$ cat config.mk
export PLATFORM = sky130hd
export DESIGN_NAME = noc_rr_sched
export DESIGN_NICKNAME = d
export VERILOG_FILES = /design/src/rtl/noc_pkg.sv /design/src/rtl/noc_rr_pick.sv /design/src/rtl/noc_rr_sched.sv
export SDC_FILE = /design/constraint.sdc
export NUM_CORES = 1
export LEC_CHECK = 0
export BUFFER_PORTS_ARGS = -buffer_cell sky130_fd_sc_hd__buf_2
export CORE_MARGIN = 2
export CORE_UTILIZATION = 40
export DETAILED_ROUTE_END_ITERATION = 16
export PLACE_DENSITY = 0.75
export SYNTH_ARGS = -nofsm -noshare
export SYNTH_HDL_FRONTEND = slang
export SYNTH_HIERARCHICAL = 1
export SYNTH_SLANG_ARGS = --single-unit
export TNS_END_PERCENT = 10
$ cat constraint.sdc
create_clock -name clk -period 2.3 [get_ports clk]
set_clock_uncertainty 0.15 [all_clocks]
set_input_delay 0 -clock clk [delete_from_list [all_inputs] [get_ports clk]]
set_output_delay 0 -clock clk [all_outputs]
set_load 0.1 [all_outputs]
$ cat src/rtl/noc_pkg.sv
// -----------------------------------------------------------------------------
// noc_pkg
// Shared definitions for the NoC merge-node scheduler.
//   clog2          : ceiling log2, used to size index and counter fields
//   DEF_VAL_BIT    : default number of validity bits at the MSB of a word
//   DEF_WORD_WIDTH : default output word width (validity bits included)
//   state_t        : scheduler state encoding (S_IDLE, S_GRANT)
// -----------------------------------------------------------------------------
package noc_pkg;

  localparam int DEF_VAL_BIT    = 1;
  localparam int DEF_WORD_WIDTH = 16;

  typedef enum logic {
    S_IDLE  = 1'b0,
    S_GRANT = 1'b1
  } state_t;

  function automatic int clog2(input int value);
    int result;
    result = 0;
    while ((1 << result) < value) result++;
    return result;
  endfunction

endpackage

$ cat src/rtl/noc_rr_pick.sv
// -----------------------------------------------------------------------------
// noc_rr_pick
// Combinational rotate-priority picker. Scans req starting at index 'start'
// and wrapping modulo N_REQ; the first set bit wins.
//   req    : request vector
//   start  : index with highest priority (must be < N_REQ)
//   winner : index of the first set request in rotated order
//   any    : at least one request is set (winner is 0 when clear)
// -----------------------------------------------------------------------------
module noc_rr_pick
  import noc_pkg::*;
#(
  parameter int N_REQ = 4,
  parameter int IW    = 2
) (
  input  logic [N_REQ-1:0] req,
  input  logic [IW-1:0]    start,
  output logic [IW-1:0]    winner,
  output logic             any
);

  int idx;

  // Walk the rotated order once; 'any' latches the first hit so later
  // candidates cannot overwrite the winner.
  always_comb begin
    winner = '0;
    any    = 1'b0;
    idx    = 0;
    for (int k = 0; k < N_REQ; k++) begin
      idx = int'(start) + k;
      if (idx >= N_REQ) idx = idx - N_REQ;
      if (!any && req[idx[IW-1:0]]) begin
        any    = 1'b1;
        winner = idx[IW-1:0];
      end
    end
  end

endmodule

$ cat src/rtl/noc_rr_sched.sv
// -----------------------------------------------------------------------------
// noc_rr_sched
// Round-robin, burst-bounded, busy-aware scheduler sharing one output link
// among N_REQ show-ahead FIFOs of a NoC tree merge node.
//   clk     : clock, all state on the rising edge
//   rst     : asynchronous active-low reset
//   busy    : downstream stall, blocks pops (not arbitration)
//   req     : per-FIFO non-empty flags
//   data_in : FIFO head words, slice i at [i*DW +: DW]
//   rd      : one-hot pop strobe, combinational
//   grant   : one-hot current owner, zero when idle
//   out     : registered word, validity bits at the MSB
// -----------------------------------------------------------------------------
module noc_rr_sched
  import noc_pkg::*;
#(
  parameter int N_REQ      = 4,
  parameter int word_width = DEF_WORD_WIDTH,
  parameter int val_bit    = DEF_VAL_BIT,
  parameter int MAX_BURST  = 4
) (
  input  logic                                 clk,
  input  logic                                 rst,
  input  logic                                 busy,
  input  logic [N_REQ-1:0]                     req,
  input  logic [N_REQ*(word_width-val_bit)-1:0] data_in,
  output logic [N_REQ-1:0]                     rd,
  output logic [N_REQ-1:0]                     grant,
  output logic [word_width-1:0]                out
);

  localparam int DW = word_width - val_bit;
  localparam int IW = (clog2(N_REQ) < 1) ? 1 : clog2(N_REQ);
  // One spare count value keeps the field at least one bit wide even when
  // MAX_BURST is 1.
  localparam int CW = clog2(MAX_BURST + 1);
  localparam logic [IW-1:0] LAST_IDX = IW'(N_REQ - 1);
  localparam logic [CW-1:0] CNT_END  = CW'(MAX_BURST - 1);

  state_t            state, state_n;
  logic [IW-1:0]     sel, sel_n;
  logic [IW-1:0]     last, last_n;
  logic [CW-1:0]     cnt, cnt_n;
  logic [IW-1:0]     pick_start;
  logic [IW-1:0]     pick_win;
  logic              pick_any;
  logic              pop;
  logic              grant_end;
  logic [word_width-1:0] out_n;
  logic [DW-1:0]     heads [N_REQ];

  for (genvar i = 0; i < N_REQ; i++) begin : g_heads
    assign heads[i] = data_in[i*DW +: DW];
  end

  function automatic logic [IW-1:0] next_idx(input logic [IW-1:0] i);
    return (i == LAST_IDX) ? '0 : i + IW'(1);
  endfunction

  // A single picker serves both cases: from IDLE the search resumes after the
  // last owner, at the end of a grant it starts after the current owner, so
  // the current owner naturally ranks last.
  assign pick_start = (state == S_IDLE) ? next_idx(last) : next_idx(sel);

  noc_rr_pick #(
    .N_REQ (N_REQ),
    .IW    (IW)
  ) u_pick (
    .req    (req),
    .start  (pick_start),
    .winner (pick_win),
    .any    (pick_any)
  );

  // Next-state, pop strobe and output word. Without a pop the validity bits
  // drop while the data bits keep their last value.
  always_comb begin
    state_n   = state;
    sel_n     = sel;
    last_n    = last;
    cnt_n     = cnt;
    pop       = 1'b0;
    grant_end = 1'b0;
    rd        = '0;
    grant     = '0;
    out_n     = {{val_bit{1'b0}}, out[DW-1:0]};
    case (state)
      S_IDLE: begin
        if (pick_any) begin
          state_n = S_GRANT;
          sel_n   = pick_win;
          last_n  = pick_win;
          cnt_n   = '0;
        end
      end
      S_GRANT: begin
        grant[sel] = 1'b1;
        pop        = req[sel] && !busy;
        if (pop) begin
          rd[sel] = 1'b1;
          out_n   = {{val_bit{1'b1}}, heads[sel]};
          cnt_n   = cnt + CW'(1);
        end
        // A drained owner ends the grant even under busy; a stalled owner
        // with data keeps it.
        grant_end = (pop && (cnt == CNT_END)) || !req[sel];
        if (grant_end) begin
          cnt_n = '0;
          if (pick_any) begin
            sel_n  = pick_win;
            last_n = pick_win;
          end else begin
            state_n = S_IDLE;
          end
        end
      end
      default: state_n = S_IDLE;
    endcase
  end

  // State registers; reset points 'last' at the top index so the first
  // search starts at index 0.
  always_ff @(posedge clk or negedge rst) begin
    if (!rst) begin
      state <= S_IDLE;
      sel   <= '0;
      last  <= LAST_IDX;
      cnt   <= '0;
      out   <= '0;
    end else begin
      state <= state_n;
      sel   <= sel_n;
      last  <= last_n;
      cnt   <= cnt_n;
      out   <= out_n;
    end
  end

endmodule

# Word level (Yosys, flattened, before mapping)

Cells that the tools add are included.

$add $sub $neg: 10
Order comparisons: 11
Equal/unequal tests: 6
Multiplexer cells: 48
Bitwise gates (word level): 2
Reductions and logical operators: 14

Operators by type and width:

| kind                  | number |
|---|---|
| $mux W16              | 2 |
| $bmux W15 S2          | 1 |
| $mux W15              | 2 |
| $mux W2               | 15 |
| $lt A2 B3 Y1 const B  | 5 |
| $ge A3 B3 Y1 const B  | 4 |
| $mux W1               | 12 |
| $mux W4               | 3 |
| $bmux W1 S2           | 5 |
| $mux W3               | 3 |
| $pmux W2 S2           | 2 |
| $sub A2 B1 Y2 const B | 4 |
| $add A2 B2 Y3 const B | 2 |
| $logic_and A1 B1 Y1   | 6 |
| $pmux W3 S2           | 1 |
| $logic_not A1 Y1      | 5 |
| $add A2 B1 Y2 const B | 2 |
| $eq A2 B2 Y1 const B  | 2 |
| $reduce_and A2 Y1     | 2 |
| $add A2 B1 Y3 const B | 1 |
| $add A3 B1 Y3 const B | 1 |
| $eq A3 B2 Y1 const B  | 1 |
| $ge A2 B3 Y1 const B  | 1 |
| $ne A3 B1 Y1 const B  | 1 |
| 8 further kinds       | 8 |

Register bits: 24
Output and inout port bits: 24
Logic and storage cells: 97

# Longest topological paths before layout

Gate-level depths: netlist of run 1.

Depth after elaboration: 20
Mapped depth: 9

# Hierarchy

Netlist of run 1, hierarchy kept.

By module, submodules not included:

| module       | instances | cells an instance | area each (µm²) | seq. area each (µm²) |
|---|---|---|---|---|
| noc_rr_sched | 1         | 111               | 1589.0          | 603.1 |
| noc_rr_pick  | 1         | 15                | 77.6            | 0.0 |

# Least setup slack after synthesis of run 1

OpenSTA, ideal clock, no wires.

Kind: register -> output
Start: register sel[1]
End: output port rd[1]
Arrival: 2.668 ns
Required time: 2.150 ns
Slack: -0.518 ns
Stages on the path, launching flop included: 7
Path buffers: 2
Path through: dfrtp_1 > buf_2 > buf_1 > inv_1 > ha_1 > and2_1 > and3b_1

Word-level cells in the longest chain between the ends: 6
Elaborated cells between the ends (all ways): 10

RTL lines:

| what                                                                      | line                | source |
|---|---|---|
| from (decl)                                                               | noc_rr_sched.sv:41  | `logic [IW-1:0] sel, sel_n;` |
| from (signal assigned)                                                    | noc_rr_sched.sv:132 | `sel <= sel_n;` |
| $lt A2 B3 Y1 (implied by the code) / $ge A2 B1 Y1 (equally long branches) | noc_rr_sched.sv:100 | `rd[sel] = 1'b1;` |
| $logic_and A1 B1 Y1 (implied by the code)                                 | noc_rr_sched.sv:100 |  |
| $mux W1 (implied by the code)                                             | noc_rr_sched.sv:100 |  |
| $demux W1 S2                                                              | noc_rr_sched.sv:100 |  |
| $mux W4 *                                                                 | noc_rr_sched.sv:99  | `if (pop) begin` |
| $mux W4 *                                                                 | noc_rr_sched.sv:87  | `case (state)` |
| to (decl)                                                                 | noc_rr_sched.sv:27  | `output logic [N_REQ-1:0] rd,` |

Mark *: on every way between the ends. The rest lies on a longest branch, timed or not. The select of a mux whose other input is x is not followed.

# Final worst setup path of run 1

Start: register sel[0]
End: register sel[0]

Word-level cells in the longest chain between the ends: 20
Elaborated cells between the ends (all ways): 51

RTL lines:

| what                                                   | line                                    | source |
|---|---|---|
| $add A2 B1 Y2 / $eq A2 B2 Y1 (equally long branches)   | noc_rr_sched.sv:57                      | `return (i == LAST_IDX) ? '0 : i + IW'(1);` |
| $mux W2 *                                              | noc_rr_sched.sv:57                      |  |
| $mux W2 *                                              | noc_rr_sched.sv:63                      | `assign pick_start = (state == S_IDLE) ? next_idx(last) : next_idx(sel);` |
| via pick_start[0]                                      | noc_rr_sched.sv:44                      | `logic [IW-1:0] pick_start;` |
| branches (longest 13 deep; another with $add A2 B1 Y3) | --                                      |  |
| $mux W2 *                                              | noc_rr_pick.sv:33                       | `if (!any && req[idx[IW-1:0]]) begin` |
| via pick_win[0]                                        | noc_rr_sched.sv:45                      | `logic [IW-1:0] pick_win;` |
| $mux W2 *                                              | noc_rr_sched.sv:89, noc_rr_sched.sv:109 |  |
| $mux W2                                                | noc_rr_sched.sv:107                     | `if (grant_end) begin` |
| $pmux W2 S2 *                                          | noc_rr_sched.sv:87                      |  |

Mark *: on every way through the listed nets, which the timed path passes. The select of a mux whose other input is x is not followed.
A chain may end at the register's enable or synchronous reset.

==> reports/qor.yml, run 1 <==
synth_compound_area_share_pct: 6.98
cts_resized: 0
first_pass_iters: 4
synthAdderAreaFrac_pct: 5.26
hold_viol: 0
pre_cts_slack_ns: 0.302
path_clk_slew_ns: 0.09
track_usage_pct: 16.7
vias: 1400
worst_pin_slew_ns: 0.546
design_area_sq_mm: 0.00235
ys_ff_latch: 24
drc_errors: 0
grt_pass1_vias: 1358
setup_ws_ns: 0.272
syn_area_sq_mm: 0.00167
crit_type: "reg -> reg"
rsz0062_at_grt: "no"
syn_to_final_growth_pct: 41.2
end_kind: "register"
numCtsBuffers: 3
tritoncts: "built"
crit_required_ns: 2.36
wire_per_inst_um: 13.7
globalplace.congestion: 0.844
cp_slowest_stage_delay_ns: 0.43
max_cap_viol_count: 0
placed_area_sq_mm: 0.00225
fp-row-count: 23
path_cells: "buf_4, ha_1, inv_1, a31o_2, inv_2, a221o_1, a21oi_1, mux2_2"
synth-xor-area-share_pct: 0
synth_area_per_cell_sq_um: 13.2
arrival_ns: 2.09
regToRegSetupSlack_ns: 0.27
yosys_warnings: 6
fin_crit_sh_pct: 88.2
finalSetupViolations: 0
h-tree-depth: 1
ys.flop_type: "dfrtp_1"
clk-insertion-delay-late_ns: 0.27
layout_common_cells: "buf_2 (85), dfrtp_1 (22), mux2_2 (14), inv_1 (13), mux4_2 (10)"
grt_max_degree: 25
fmax_mhz: 493
antenna_cells: 0
clockBufferDepth: 2
synth-edff-count: 0
ant_nets: 0
routed_via_density: 5.15
portBuffers: 90
dp_cells: 265
ios: 91
synth_cell_types: 31
die_w_um: 68.6
fin_nets: 297
dieArea_sq_mm: 0.00470
final_common_cell: "buf_2"
wl_um: 3730
cp_max_fo: 6
layout-drive-gt1-share_pct: 61.7
cp_slowest_cell: "dfrtp_1"
outcome: "completed"
start_util_pct: 41.7
grt_first_pass_wirelength_um: 5870
synthMuxAreaShare_pct: 37.8
hpwl_um: 2980
drv_slew: 0
async_reset_ff_share_pct: 100
synthCells: 126
yosys.area_share.simple_pct: 6.91
clock_sinks: 24
coreArea_sq_mm: 0.00400
fin_tns_setup_ns: 0
antenna_found_initial: 0
slew_headroom_pct: 63.6
min_path_type: "in -> reg"
start_kind: "register"
drtIter0Drc: 32
die_h_um: 68.6
syn_nets: 200
finalCriticalPeriod_ns: 2.03
cts_root_buf: "clkbuf_8"
synth_top_family_by_area: "multiplexers"
seq_area_frac_synth_pct: 36.2
grt-ovfl-total: 0
final_cells: 272
-- timing repair --
action,4_1_cts,5_1_grt
hold endpoints to repair,27,0
setup buffers,0,0
hold buffers,3,0
-- state kept, by name, summed over array words and instances, names as in the netlist --
signal	count
last	2
state	1
out	16
sel	2
cnt	3
-- path summary, 6_finish.rpt --
path                                           from                  end  cells past startpoint
worst max register to register   sel[0]$_DFFE_PN0P_   sel[0]$_DFFE_PN0P_                      8
max in group asynchronous                       rst  last[0]$_DFFE_PN1P_                      2
min in group asynchronous                       rst   out[8]$_DFFE_PN0P_                      2
worst max-delay path             sel[0]$_DFFE_PN0P_   sel[0]$_DFFE_PN0P_                      8
worst min-delay path                     data_in[4]   out[4]$_DFFE_PN0P_                      3
worst min register to register  out[12]$_DFFE_PN0P_  out[12]$_DFFE_PN0P_                      1
-- per-stage QoR --
step                      util (%)  hold slack [ns]
after floorplan                  -           -0.446
after global placement        56.3           -0.130
after detailed placement      56.3           -0.130
after CTS                     58.8          0.00968
after global routing          58.8           0.0151
final                         58.8          0.00715
-- worst max-delay path, delay by kind of cell, from the launching register on --
family | cells | cell delay [ns]
flops | 1 | 0.43
fa+ha+maj | 1 | 0.20
buf+inv | 3 | 0.33
compound gates | 3 | 0.69
mux | 1 | 0.17
-- layout make-up --
cell class,instances,area [sq um]
inverters,14,52.6
well taps,50,62.6
fillers,349,1650
repair buffers,99,613
multi-input cells,81,951
clock inverters,1,30.0
clock buffers,3,41.3
flip-flops and latches,24,603
-- metal layers --
| metal | vias to the layer above | global-route usage, % | part of all wire (%) |
|---|---|---|---|
| met2 | 70 | 29.8 | 49 |
| met4 | 0 | 4.75 | 0.91 |
| met1 | 663 | 20.1 | 41 |
| met5 | - | 0 | 0 |
| met3 | 4 | 3.57 | 9.2 |
| li1 | 663 | - | - |
-- logic make-up after synthesis --
group,after synthesis
compound gates,15
fa+ha+maj,7
buf+inv,21
flops,24
mux,36
simple gates,23
-- synthesized netlist by cell type, drive strengths merged, types with 2 or more instances --
library cell,count,share of area [%]
dfrtp,22,33
mux2,20,15
mux4,16,23
inv,14,3.2
nor2,8,1.8
buf,7,3.7
ha,7,5.3
a21oi,5,1.5
nand2,5,1.1
nand2b,3,1.1
o21ai,3,0.90
dfstp,2,3.2
nand3,2,0.60
Power of run 1 is left out: the tool's default activity adds up to more than one toggle a clock period on the data nets, which glitch-free logic cannot reach.
==> run 2: changes to the inputs <==
--- a/config.mk
+++ b/config.mk
@@ -6,10 +6,9 @@
 export NUM_CORES = 1
 export LEC_CHECK = 0
 export BUFFER_PORTS_ARGS = -buffer_cell sky130_fd_sc_hd__buf_2
-export CORE_MARGIN = 2
-export CORE_UTILIZATION = 40
+export CORE_UTILIZATION = 30
 export DETAILED_ROUTE_END_ITERATION = 16
-export PLACE_DENSITY = 0.75
+export PLACE_DENSITY = 0.59
 export SYNTH_ARGS = -nofsm -noshare
 export SYNTH_HDL_FRONTEND = slang
 export SYNTH_HIERARCHICAL = 1
==> reports/qor.yml, run 2 (synthesized netlist as in run 1, its figures left out) <==
pre_cts_slack_ns: 0.233
final_cells: 292
start_util_pct: 31.8
hold_viol: 0
drv_slew: 0
ios: 91
setup_ws_ns: 0.162
clk-insertion-delay-late_ns: 0.27
dieArea_sq_mm: 0.00586
fin_crit_sh_pct: 93.0
dp_cells: 286
path_clk_slew_ns: 0.09
drtIter0Drc: 31
wl_um: 3880
cts_root_buf: "clkbuf_8"
min_path_type: "in -> reg"
finalSetupViolations: 0
clock_sinks: 24
reg2reg_from: "sel[0]$_DFFE_PN0P_"
arrival_ns: 1.99
end_kind: "output pin"
start_kind: "register"
layout_common_cells: "buf_2 (85), dfrtp_1 (22), mux2_2 (14), inv_1 (13), mux4_2 (10)"
grt_first_pass_wirelength_um: 6520
syn_to_final_growth_pct: 41.8
ff2ff_path_depth: 7
fillers: 495
crit_type: "reg -> out"
die_h_um: 76.5
portBuffers: 90
whs_path_depth: 3
largest_reg_flops: 16
cp_max_fo: 9
first_pass_iters: 4
antenna_found_initial: 0
cts_resized: 0
outcome: "completed"
cts_setup_buffers: 0
grt_max_degree: 25
top_register: "out"
vias: 1409
regToRegSetupSlack_ns: 0.22
routed_via_density: 4.83
crit_required_ns: 2.15
worst_pin_slew_ns: 0.566
layout-drive-gt1-share_pct: 62.2
hold_end: "out[4]$_DFFE_PN0P_"
coreArea_sq_mm: 0.00524
r2r_end: "last[0]$_DFFE_PN1P_"
whs_ns: 0.0110
placed_area_sq_mm: 0.00227
drc_errors: 0
ant_nets: 0
slew_headroom_pct: 62.2
tritoncts: "built"
die_w_um: 76.5
fp-row-count: 26
h-tree-depth: 1
antenna_cells: 0
fin_nets: 297
numCtsBuffers: 3
design_area_sq_mm: 0.00236
grt-ovfl-total: 0
fmax_mhz: 468
reg_top3: "out x16, cnt x3"
clockBufferDepth: 2
globalplace.congestion: 0.875
final_common_cell: "buf_2"
max_cap_viol_count: 0
wire_per_inst_um: 13.3
hpwl_um: 3130
track_usage_pct: 13.9
finalCriticalPeriod_ns: 2.14
grt_pass1_vias: 1400
hold_start: "data_in[4]"
rsz0062_at_grt: "no"
[run 2: area by class of cell]
class                      count  area (sq um)  share of cell area (%)
sequential                    24           603                    25.5
multi-input combinational     81           951                    40.2
clock buffer                   3          41.3                    1.75
timing repair buffer          99           598                    25.3
tap                           70          87.6                    3.71
inverter                      14          52.6                    2.22
clock inverter                 1          30.0                    1.27
[run 2: critical path, stage by stage (launching register included)]
cell,delay [ns]
dfrtp_1,0.42
mux4_2,0.61
nand3b_2,0.20
buf_4,0.23
nor2_1,0.09
buf_12,0.17
[run 2: what timing repair did]
| item | in CTS | in global routing |
|---|---|---|
| hold buffers | 2 | 0 |
| endpoints found under the hold margin | 26 | 0 |
| endpoints found under the setup margin | 0 | 0 |
[run 2: worst max path at each step]
stage                                   from                  end  slack, ns  cells past startpoint
after floorplan           sel[0]$_DFFE_PN0P_                rd[0]      -0.42                      6
after global placement    sel[0]$_DFFE_PN0P_   sel[0]$_DFFE_PN0P_       0.27                      7
after detailed placement  sel[0]$_DFFE_PN0P_  last[0]$_DFFE_PN1P_       0.23                      7
after CTS                 sel[0]$_DFFE_PN0P_                rd[2]       0.14                      5
after global routing      sel[1]$_DFFE_PN0P_                rd[0]       0.05                      5
final                     sel[0]$_DFFE_PN0P_                rd[2]       0.16                      5
[run 2: per-layer routing]
layer / global-route usage, % / share of wire, % / up-vias
met5: 0 / 0 / -
li1: - / - / 661
met3: 3.95 / 7.7 / 4
met4: 2.50 / 0.70 / 0
met2: 23.5 / 47 / 69
met1: 17.6 / 45 / 675
[run 2: metrics by stage]
stage	util, %	setup TNS [ns]
after floorplan	-	-1.79
after global placement	43.4	0
after detailed placement	43.4	0
after CTS	45.1	0
after global routing	45.1	0
final	45.1	0
Power of run 2 is left out for the same reason.
==> run 3: changes to the inputs <==
--- a/config.mk
+++ b/config.mk
@@ -8,7 +8,7 @@
 export BUFFER_PORTS_ARGS = -buffer_cell sky130_fd_sc_hd__buf_2
 export CORE_UTILIZATION = 30
 export DETAILED_ROUTE_END_ITERATION = 16
-export PLACE_DENSITY = 0.59
+export PLACE_DENSITY = 0.57
 export SYNTH_ARGS = -nofsm -noshare
 export SYNTH_HDL_FRONTEND = slang
 export SYNTH_HIERARCHICAL = 1
==> constraint.sdc (replaced) <==
create_clock -name clk -period 2.75 [get_ports clk]
set_clock_uncertainty 0.15 [all_clocks]
set_input_delay 0 -clock clk [delete_from_list [all_inputs] [get_ports clk]]
set_output_delay 0 -clock clk [all_outputs]
set_load 0.1 [all_outputs]
==> reports/qor.yml, run 3 (synthesized netlist as in run 1, its figures left out) <==
drc_errors: 0
grt_pass1_vias: 1347
path_buf_inv: 1
cts_resized: 0
first_pass_iters: 4
final_common_cell: "buf_2"
clock_sinks: 24
largest_reg_flops: 16
antenna_cells: 0
top_register: "out"
numCtsBuffers: 3
tritoncts: "built"
hold_start: "data_in[3]"
fillers: 512
ant_nets: 0
rsz0062_at_grt: "no"
ff2ff_path_depth: 3
cp_slowest_stage_delay_ns: 0.59
clk-insertion-delay-late_ns: 0.27
coreArea_sq_mm: 0.00524
crit_required_ns: 2.60
end_kind: "output pin"
hpwl_um: 3020
h-tree-depth: 1
drv_slew: 0
r2r_end: "out[4]$_DFFE_PN0P_"
max_cap_viol_count: 0
outcome: "completed"
antenna_found_initial: 0
grt_first_pass_wirelength_um: 6460
vias: 1383
cts_setup_buffers: 0
min_path_type: "in -> reg"
grt_max_degree: 25
drtIter0Drc: 60
routed_via_density: 4.82
whs_path_depth: 3
layout-drive-gt1-share_pct: 61.3
syn_to_final_growth_pct: 36.8
layout_common_cells: "buf_2 (87), dfrtp_1 (22), mux2_2 (14), inv_1 (13), mux4_2 (10)"
wl_um: 3890
start_kind: "register"
routed.top_layer: "met4"
die_w_um: 76.5
fin_crit_sh_pct: 88.1
start_util_pct: 31.8
finalSetupViolations: 0
track_usage_pct: 13.9
slew_headroom_pct: 62.3
arrival_ns: 2.27
cp_top_family: "simple AND/OR/NAND/NOR gates"
path_clk_slew_ns: 0.09
final_util_pct: 43.5
wire_per_inst_um: 13.6
cp_slowest_cell: "dfrtp_1"
reg2reg_from: "sel[1]$_DFFE_PN0P_"
ios: 91
route.met2.wl_um: 1790
regToRegSetupSlack_ns: 0.58
setup_ws_ns: 0.329
fmax_mhz: 413
cts_hold_buf: 2
clockBufferDepth: 2
wl_met3_um: 314
portBuffers: 90
pre_cts_slack_ns: 0.559
hold_viol: 0
cp_max_fo: 19
dieArea_sq_mm: 0.00586
finalCriticalPeriod_ns: 2.42
hold_end: "out[3]$_DFFE_PN0P_"
fp-row-count: 26
met1_length_um: 1760
reg_top3: "out x16, cnt x3"
worst_pin_slew_ns: 0.562
fin_tns_setup_ns: 0
die_h_um: 76.5
grt-ovfl-total: 0
fin_nets: 292
path_cells: "mux4_2, nand3b_2, nor2_1, buf_12"
crit_type: "reg -> out"
cts_root_buf: "clkbuf_8"
globalplace.congestion: 0.751
==> run 3: cell types whose count changed in the layout (fill, tap and decap cells not counted), sizes merged <==
cell | previous run | this run
buf | 97 | 92
bufinv | 1 | 0
clkbuf | 3 | 4
==> run 3: per-layer routing <==
layer | vias to the layer above | global-route usage, %
met3 | 5 | 3.71
li1 | 654 | -
met1 | 650 | 18.8
met2 | 74 | 22.4
met4 | 0 | 2.69
met5 | - | 0
==> run 3: area by class of cell <==
| class | count | area [sq um] | area share [%] |
|---|---|---|---|
| tap | 70 | 87.6 | 3.84 |
| timing repair buffer | 94 | 531 | 23.3 |
| sequential | 24 | 603 | 26.5 |
| clock buffer | 4 | 55.1 | 2.41 |
| inverter | 14 | 52.6 | 2.31 |
| multi-input combinational | 81 | 951 | 41.7 |
==> run 3: worst max-delay path by stage <==
stage	startpoint	endpoint	slack, ns	cells after the start
3_5_place_dp	sel[1]$_DFFE_PN0P_	out[5]$_DFFE_PN0P_	0.56	3
2_1_floorplan	sel[0]$_DFFE_PN0P_	rd[0]	0.03	6
4_1_cts	sel[1]$_DFFE_PN0P_	rd[3]	0.27	4
6_report	sel[1]$_DFFE_PN0P_	rd[3]	0.33	4
3_3_place_gp	sel[1]$_DFFE_PN0P_	out[7]$_DFFE_PN0P_	0.60	3
5_1_grt	sel[1]$_DFFE_PN0P_	rd[3]	0.14	4
==> run 3: per-stage QoR <==
step / cells / cell area [sq um] / hold slack, ns
after global placement: 281 / 2200 / -0.126
after detailed placement: 281 / 2200 / -0.118
final: 287 / 2280 / 0.0130
after floorplan: 126 / 1670 / -0.446
after CTS: 287 / 2280 / 0.00523
after global routing: 287 / 2280 / 0.00815
==> run 3: worst reg2reg max path, delay by kind of cell (launching register included) <==
| kind | cells | cell delay, ns |
|---|---|---|
| muxes | 2 | 0.86 |
| DFF | 1 | 0.59 |
| and+or+nand+nor | 1 | 0.46 |
Power of run 3 is left out for the same reason.
